### src/rtl/boot_load_sequencer.sv
// Boot loader: parses a little-endian {addr, len} header from a byte stream, writes the image
// into IMEM/DMEM word-by-word while holding the CPU in reset, then releases it.
module boot_load_sequencer #(
    parameter int unsigned MEM_ADDR_WIDTH = 14,
    parameter logic [31:0] BASE_ADDR      = 32'h1000_0000,
    parameter int unsigned RST_HOLD       = 10
) (
    input  logic                      clk_i,
    input  logic                      rst_i,
    input  logic [7:0]                rx_data_i,
    input  logic                      rx_valid_i,
    output logic                      rx_ready_o,
    output logic [MEM_ADDR_WIDTH-1:0] mem_addr_o,
    output logic [31:0]               mem_din_o,
    output logic                      mem_we_o,
    output logic                      cpu_rst_o,
    output logic                      done_o,
    output logic                      error_o
);

    typedef enum logic [2:0] {
        StHdrAddr, StHdrLen, StCheck, StData, StRelease, StRun, StError
    } state_e;

    localparam logic [32:0] MemDepth = 33'(1) << MEM_ADDR_WIDTH;

    state_e                    state_q, state_d;
    logic [1:0]                byte_cnt_q, byte_cnt_d;
    logic [23:0]               shreg_q, shreg_d;
    logic [31:0]               load_addr_q, load_addr_d;
    logic [31:0]               load_len_q, load_len_d;
    logic [MEM_ADDR_WIDTH-1:0] ptr_q, ptr_d;
    logic [31:0]               rem_q, rem_d;
    logic [31:0]               hold_cnt_q, hold_cnt_d;
    logic                      rx_ready_q, rx_ready_d;
    logic [MEM_ADDR_WIDTH-1:0] mem_addr_q, mem_addr_d;
    logic [31:0]               mem_din_q, mem_din_d;
    logic                      mem_we_q, mem_we_d;
    logic                      cpu_rst_q, cpu_rst_d;
    logic                      done_q, done_d;
    logic                      error_q, error_d;

    logic        fire;
    logic        last_byte;
    logic [31:0] word;
    logic [29:0] word_off;
    logic [32:0] span;
    logic        hdr_bad;

    assign fire      = rx_valid_i & rx_ready_q;
    assign last_byte = fire && (byte_cnt_q == 2'd3);
    assign word      = {rx_data_i, shreg_q};

    // Offset is only meaningful when the address is aligned; misalignment errors out anyway.
    assign word_off = load_addr_q[31:2] - BASE_ADDR[31:2];
    assign span     = {3'b000, word_off} + {1'b0, load_len_q};
    assign hdr_bad  = (load_addr_q[1:0] != 2'b00) || (load_addr_q < BASE_ADDR) ||
                      (span > MemDepth);

    always_comb begin
        state_d     = state_q;
        byte_cnt_d  = byte_cnt_q;
        shreg_d     = shreg_q;
        load_addr_d = load_addr_q;
        load_len_d  = load_len_q;
        ptr_d       = ptr_q;
        rem_d       = rem_q;
        hold_cnt_d  = hold_cnt_q;
        mem_addr_d  = mem_addr_q;
        mem_din_d   = mem_din_q;
        mem_we_d    = 1'b0;

        if (fire) begin
            byte_cnt_d = byte_cnt_q + 2'd1;
            shreg_d    = {rx_data_i, shreg_q[23:8]};
        end

        case (state_q)
            StHdrAddr: begin
                if (last_byte) begin
                    load_addr_d = word;
                    state_d     = StHdrLen;
                end
            end
            StHdrLen: begin
                if (last_byte) begin
                    load_len_d = word;
                    state_d    = StCheck;
                end
            end
            StCheck: begin
                hold_cnt_d = '0;
                if (hdr_bad) begin
                    state_d = StError;
                end else if (load_len_q == 32'd0) begin
                    state_d = StRelease;
                end else begin
                    state_d = StData;
                    ptr_d   = word_off[MEM_ADDR_WIDTH-1:0];
                    rem_d   = load_len_q;
                end
            end
            StData: begin
                if (last_byte) begin
                    mem_we_d   = 1'b1;
                    mem_addr_d = ptr_q;
                    mem_din_d  = word;
                end
                // Pointer bookkeeping happens in the write cycle itself.
                if (mem_we_q) begin
                    ptr_d = ptr_q + 1'b1;
                    rem_d = rem_q - 32'd1;
                    if (rem_q == 32'd1) begin
                        state_d    = StRelease;
                        hold_cnt_d = '0;
                    end
                end
            end
            StRelease: begin
                if (hold_cnt_q == 32'(RST_HOLD - 1)) begin
                    state_d = StRun;
                end else begin
                    hold_cnt_d = hold_cnt_q + 32'd1;
                end
            end
            StRun, StError: ;
            default: state_d = StHdrAddr;
        endcase

        rx_ready_d = (state_d == StHdrAddr) || (state_d == StHdrLen) || (state_d == StData);
        cpu_rst_d  = (state_d != StRun);
        done_d     = (state_d == StRun);
        error_d    = (state_d == StError);
    end

    always_ff @(posedge clk_i) begin
        if (rst_i) begin
            state_q     <= StHdrAddr;
            byte_cnt_q  <= '0;
            shreg_q     <= '0;
            load_addr_q <= '0;
            load_len_q  <= '0;
            ptr_q       <= '0;
            rem_q       <= '0;
            hold_cnt_q  <= '0;
            rx_ready_q  <= 1'b0;
            mem_addr_q  <= '0;
            mem_din_q   <= '0;
            mem_we_q    <= 1'b0;
            cpu_rst_q   <= 1'b1;
            done_q      <= 1'b0;
            error_q     <= 1'b0;
        end else begin
            state_q     <= state_d;
            byte_cnt_q  <= byte_cnt_d;
            shreg_q     <= shreg_d;
            load_addr_q <= load_addr_d;
            load_len_q  <= load_len_d;
            ptr_q       <= ptr_d;
            rem_q       <= rem_d;
            hold_cnt_q  <= hold_cnt_d;
            rx_ready_q  <= rx_ready_d;
            mem_addr_q  <= mem_addr_d;
            mem_din_q   <= mem_din_d;
            mem_we_q    <= mem_we_d;
            cpu_rst_q   <= cpu_rst_d;
            done_q      <= done_d;
            error_q     <= error_d;
        end
    end

    assign rx_ready_o = rx_ready_q;
    assign mem_addr_o = mem_addr_q;
    assign mem_din_o  = mem_din_q;
    assign mem_we_o   = mem_we_q;
    assign cpu_rst_o  = cpu_rst_q;
    assign done_o     = done_q;
    assign error_o    = error_q;

endmodule
### config.mk
export PLATFORM = sky130hd
export DESIGN_NAME = boot_load_sequencer
export DESIGN_NICKNAME = d
export VERILOG_FILES = /design/src/rtl/boot_load_sequencer.sv
export SDC_FILE = /design/constraint.sdc
export NUM_CORES = 1
export LEC_CHECK = 0
export ABC_AREA = 1
export BUFFER_PORTS_ARGS = -buffer_cell sky130_fd_sc_hd__buf_2
export CORE_MARGIN = 1.5
export CORE_UTILIZATION = 55
export DETAILED_ROUTE_END_ITERATION = 6
export PLACE_DENSITY = 0.79
export RECOVER_POWER = 100
export SETUP_SLACK_MARGIN = 0.05
export SLEW_MARGIN = 10
export SYNTH_ARGS = -nofsm -noshare
export SYNTH_HDL_FRONTEND = slang
export SYNTH_SLANG_ARGS = --single-unit
### constraint.sdc
create_clock -name clk_i -period 2.6 [get_ports clk_i]
set_clock_uncertainty 0.2 [all_clocks]
set_input_delay 0 -clock clk_i [delete_from_list [all_inputs] [get_ports clk_i]]
set_output_delay 0 -clock clk_i [all_outputs]
set_load 0.01 [all_outputs]
Yosys cells after proc, flatten, opt, wreduce, memory -nomap -nowiden
Index checks and enable logic that the tools add are counted.

Multiplexer cells: 21. Add/subtract/negate cells: 6. Bitwise gates (word level): 2. Eq/ne operators: 19. Order comparisons: 2. Reductions and logical operators: 18.

Operators with widths (count): 32-bit two-way mux (6); 32-bit one-hot mux with 3 select lines (1); 32-bit one-hot mux with 2 select lines (1); 14-bit two-way mux (3); 30-bit by 32-bit adder with 33-bit output (1); 33-bit by 15-bit > comparator with 1-bit output (second input constant) (1); 32-bit by 1-bit adder with 32-bit output (second input constant) (1); 32-bit by 1-bit == test with 1-bit output (second input constant) (1); 32-bit by 4-bit == test with 1-bit output (second input constant) (1); 32-bit zero test (1); 32-bit by 29-bit < comparator with 1-bit output (second input constant) (1); 32-bit by 1-bit subtractor with 32-bit output (second input constant) (1); 30-bit by 27-bit subtractor with 30-bit output (second input constant) (1); 14-bit one-hot mux with 2 select lines (1); 3-bit two-way mux (7); 3-bit one-hot mux with 6 select lines (1); 3-bit == test (second input constant) (5); 14-bit by 1-bit adder with 14-bit output (second input constant) (1); 2-bit != test (second input constant) (5); 3-bit by 2-bit == test with 1-bit output (second input constant) (3); 4-bit AND reduction (2); 3-bit by 1-bit == test with 1-bit output (second input constant) (2); 3-bit zero test (2); 2-bit AND reduction (3); other kinds (11) (16).

Input port bits: 11. Register bits after elaboration: 222. Output and inout bits: 51.

Logic depth before layout (Yosys ltp)
Depth in word-level cells: 9. Depth in mapped cells: 24.

Least setup slack after synthesis
No wires, ideal clock.

Path type: flip-flop to flip-flop. Start point: reg load_addr_q[28]. End point: reg rem_q[5]. Slack: -0.236 ns. Data arrival time: 2.509 ns. Buffers on the path: 1. Setup time: 0.128 ns. Stages on the path, launching flop included: 22. Period minus slack after synthesis: 2.836 ns. Path through: dfxtp_1 > inv_1 > ha_1 > xor2_1 > ha_1 > a21oi_1 > nor2_1 > a21oi_1 > nand2_1 > a21oi_1 > nand2_1 > nand2_1 > nand2_1 > nor2_1 > nand2_1 > nor2_2 > nand2_1 > nand2_4 > buf_2 > nand3_1 > nand2_1 > nor2_1.

Word-level cells in the longest chain between the ends: 6. Elaborated cells on any way between the ends: 8. Those cells by class: add/sub: 2; order compare: 2; eq/ne: 1; reduce/logical: 3.

Ends and longest elaborated chain: start: declaration (line 30) `logic [31:0] load_addr_q, load_addr_d;`; start signal: assignment (line 157) `load_addr_q <= load_addr_d;`; 30-bit by 27-bit subtractor with 30-bit output (line 55) `assign word_off = load_addr_q[31:2] - BASE_ADDR[31:2];`; 30-bit by 32-bit adder with 33-bit output (line 56) `assign span = {3'b000, word_off} + {1'b0, load_len_q};`; 33-bit by 15-bit > comparator with 1-bit output (line 58) `(span > MemDepth);`; 1-bit logical OR (*) (line 57) `assign hdr_bad = (load_addr_q[1:0] != 2'b00) || (load_addr_q < BASE_ADDR) ||`; 2-bit != test (no source line) (*); 4-bit AND reduction (no source line) (*); end signal: assignment (line 160) `rem_q <= rem_d;`; end: declaration (line 33) `logic [31:0] rem_q, rem_d;`.

Every way passes the cells marked *; elsewhere a longest branch is shown, timed or not. A chain may end at the register's enable or synchronous reset.

Worst setup path in the final report
Start point: reg load_addr_q[29]. End point: reg rem_q[29].

The elaborated chain is that of the path after synthesis.

==> run summary <==
The setup path with the least slack is of type reg2reg. The worst setup path is captured at a flip-flop. The checks that failed: setup timing. Summed over all failing endpoints, the final setup total negative slack is -30.18 ns.

The largest net degree at the start of global routing came out at 111. The number of synthesized register bits is 222. The detailed router finished its first iteration with 1304 violations. The vias per cell is 5.610. The via total after detailed routing came out at 14396. The number of H-tree branching levels is 1. The net count after synthesis came out at 2112.

The die height came out at 156.5 um. Cells fill 70.55% of the core in the end. The residual DRC count is 0. For this design the ratio of total power to cell area is 449.3 nW/um^2. The flow ran to the end, but the final reports show violations.

In the synthesized netlist the dominant register cell turns out to be dfxtp_1. In this run, synthesis inferred 0 flip-flops with an integrated enable. The endpoint identified for the worst register-to-register timing path is rem_q[29]. Summing the sequential cell areas from Yosys gives 34.31% of the chip area. The starting density of the core came out at 56.69%.

Yosys attributes the largest share of cell area to dfxtp_1 34%, nand2_1 12%, nor2_1 11%. The cell sitting at the root of the clock tree is a clkbuf_16. The share of cells above drive strength 1 came out at 16.16%. The synthesized design devotes to its leading area cell type 34.31% of total area.

The number of antenna violations at the first check in global routing is 0. The number of nets in the layout came out at 2287. STA classifies the critical path startpoint as a flip-flop. Summing every instance area after synthesis gives 12950 sq um. The worst hold path begins at rx_data_i[0]. The floorplan has 55 rows.

The area growth from synthesis to layout is 24.44%. STA puts the critical path data required time at 2.82 ns. Max-cap violations in this run came to 0. The clock latency on the worst-skew pair is 0.55 ns. The number of endpoints failing setup at the final stage came out at 77. At the end of routability-driven placement, the weighted congestion stood at 0.9913. The cell total after placement is 2497. Leaving out filler cells and counting taps, the final layout contains 2566. The worst reg2reg path startpoint is load_addr_q[29].

The sequential cell area is 4453 sq um. The residual overflow from global routing came out at 0. The worst hold path terminates at mem_din_o[24]. The clock-pin slew reported for the worst setup and hold paths after clock tree synthesis is 0.06 ns. The critical path starts at load_addr_q[29]. The die width is 156.5 um. For the worst flop-to-flop path, the logic depth is 21. The number of warnings printed during yosys synthesis is 0. In this run the remaining antenna-violating nets after routing total 0. The total power consumption of the routed design came out at 7.243 mW.

Dividing the detail-routed wire length by the instance count gives 16.58 um. Summed over all nets, the half-perimeter wirelength after detailed placement is 30630 um. Fill cells in the final layout number 1939. The largest area contributor in the synthesized netlist is dfxtp_1. TritonCTS built the clock tree.

Setup repair after global routing could not meet its margin everywhere. Global routing used 33.16% of the available tracks across all layers. The number of I/O pins came out at 62.

Wires add up to 42550 um. The mean area per synthesized cell is 6.281 sq um. The share of flip-flops with an asynchronous set or reset is 0%. The port buffer count is 61.

The total area inside the core boundary comes to 22850 sq um. The reg2reg setup slack came out at -0.57 ns. The longest clock path from root to sink contains 3 buffers. For this design the static power due to leakage is 7.176 nW. The overall die area is 24480 sq um. The class of the tightest hold or removal check is in2reg. Buffers inserted during clock tree synthesis total 24.

The max-slew headroom at the worst pin is 36.81%. The via count of the first global-routing pass came to 12701. The largest fanout on the critical path came out at 11. The diode insertion count for antenna repair is 0. The hold path depth is 4. The standard cell area after detailed placement came out at 14640 sq um. The area occupied by multi-input gates is 7885 sq um. The number of hold-slack violations in the final timing report is 0. The maximum clock frequency is 0.3153 GHz. The TritonCTS sink count came out at 222. The worst-case setup margin in the final layout came out at -0.5714 ns.

The part of the cycle the worst path needs is 122.0%. The first-pass iteration count of the detailed router is 6. The number of pins exceeding their max-slew limit in the final report came out at 0. The actual slew at the worst max-slew pin is 0.9479 ns. Data arrives at the worst endpoint at 3.39 ns. The first global-routing pass estimated 64600 um of wire. The post-synthesis cell count is 2062. The clock period minus final worst setup slack is 3.171 ns. The final standard cell area without fillers is 16120 sq um.

The number of different library cells in the post-synthesis netlist came out at 44. The worst vdd rail ir drop is 0.5918 mV.
==> registers in the layout, summed over array words and instances, names as in the netlist, 2 cells and up <==
| register | cells |
|---|---|
| ptr_q | 14 |
| mem_din_o | 32 |
| byte_cnt_q | 2 |
| load_len_q | 32 |
| hold_cnt_q | 32 |
| shreg_q | 24 |
| load_addr_q | 32 |
| state_q | 3 |
| rem_q | 32 |
| mem_addr_o | 14 |
==> synth_stat cells, types with 20 or more instances <==
cell	count
a21oi_1	145
clkbuf_1	61
dfxtp_1	222
ha_1	38
inv_1	228
nand2_1	428
nand3_1	123
nand3b_1	22
nand4_1	28
nor2_1	395
nor3_1	38
nor4_1	24
o21ai_0	180
xor2_1	20
==> layout by cell type, fill, tap and decap left out, drive strengths merged, types with 8 or more instances in the layout <==
cell type,n
dlygate4sd3,10
dfxtp,222
a31oi,11
clkinv,8
buf,162
o21ai,183
inv,233
ha,38
nand2,438
nand3,124
or2,11
clkbuf,90
nand3b,22
nor2,406
xor2,20
nand4,28
nor3,42
a21oi,149
nor4,24
==> cell families after synthesis <==
family	Yosys count	share of synthesized area [%]
and+or+nand+nor	1097	36.02
AOI/OAI and AO/OA	362	14.63
buffers and inverters	316	9.457
DFF	222	34.31
adders and majority gates	39	3.825
xor gates and xnor gates	26	1.758
==> routing by layer <==
layer | routed length, um | track usage [%] | vias to the layer above
li1 | - | - | 7021
met1 | 17610 | 43.47 | 6553
met2 | 19170 | 54.03 | 692
met3 | 3469 | 4.597 | 130
met4 | 2294 | 15.37 | 0
met5 | 0 | 0 | -
==> critical path, stage by stage (launching register included) <==
cell and delay [ns]:
dfxtp_2 0.31, inv_2 0.09, nand3_2 0.12, xor2_2 0.19, ha_1 0.34, nand2_2 0.14, nor2_1 0.05, o21ai_1 0.11
nand2_1 0.13, a21oi_4 0.15, nand2_1 0.06, nand2_1 0.07, nand2_2 0.06, nor2_1 0.08, nand2_1 0.09, nor2_4 0.16
nand2_4 0.11, nand2_8 0.16, buf_12 0.16, nand3b_1 0.10, nand2_1 0.09, nor2_1 0.05
==> report_power, final <==
part / switching, mW / leakage (nW) / internal, mW
combinational: 0.166 / 4.98 / 0.0932
sequential: 0.0535 / 1.80 / 3.43
clock: 1.43 / 0.402 / 2.07
==> per-stage QoR <==
| step | hold slack, ns | setup slack, ns |
|---|---|---|
| after global routing | 0.1593 | -0.7485 |
| after floorplan | -0.06505 | -0.1557 |
| after CTS | 0.1065 | -0.5312 |
| after detailed placement | 0.1306 | -0.6484 |
| final | 0.1253 | -0.5714 |
| after global placement | 0.1334 | -0.5878 |
==> area by class of cell <==
type	count	area share (%)
clock buffer	33	4.308
clock inverter	9	0.7608
inverter	235	5.488
multi-input combinational	1525	48.92
sequential	222	27.63
tap	313	2.430
timing repair buffer	229	10.46
==> worst max path at each step <==
stage,endpoint,slack (ns),depth (start not counted)
3_5_place_dp,ptr_q[11],-0.65,21
5_1_grt,ptr_q[7],-0.75,17
4_1_cts,rem_q[7],-0.53,19
3_3_place_gp,ptr_q[11],-0.59,21
2_1_floorplan,rem_q[17],-0.16,16
6_report,rem_q[29],-0.57,21
==> timing repair <==
item / CTS / global route
pin swaps: 2 / 26
endpoints found under the hold margin: 80 / 0
gates cloned: 4 / 1
gates resized for setup: 22 / 85
setup endpoints to repair: 53 / 85
setup buffers: 5 / 8
hold buffers: 10 / 0
Power figures use the tool's default switching activity.
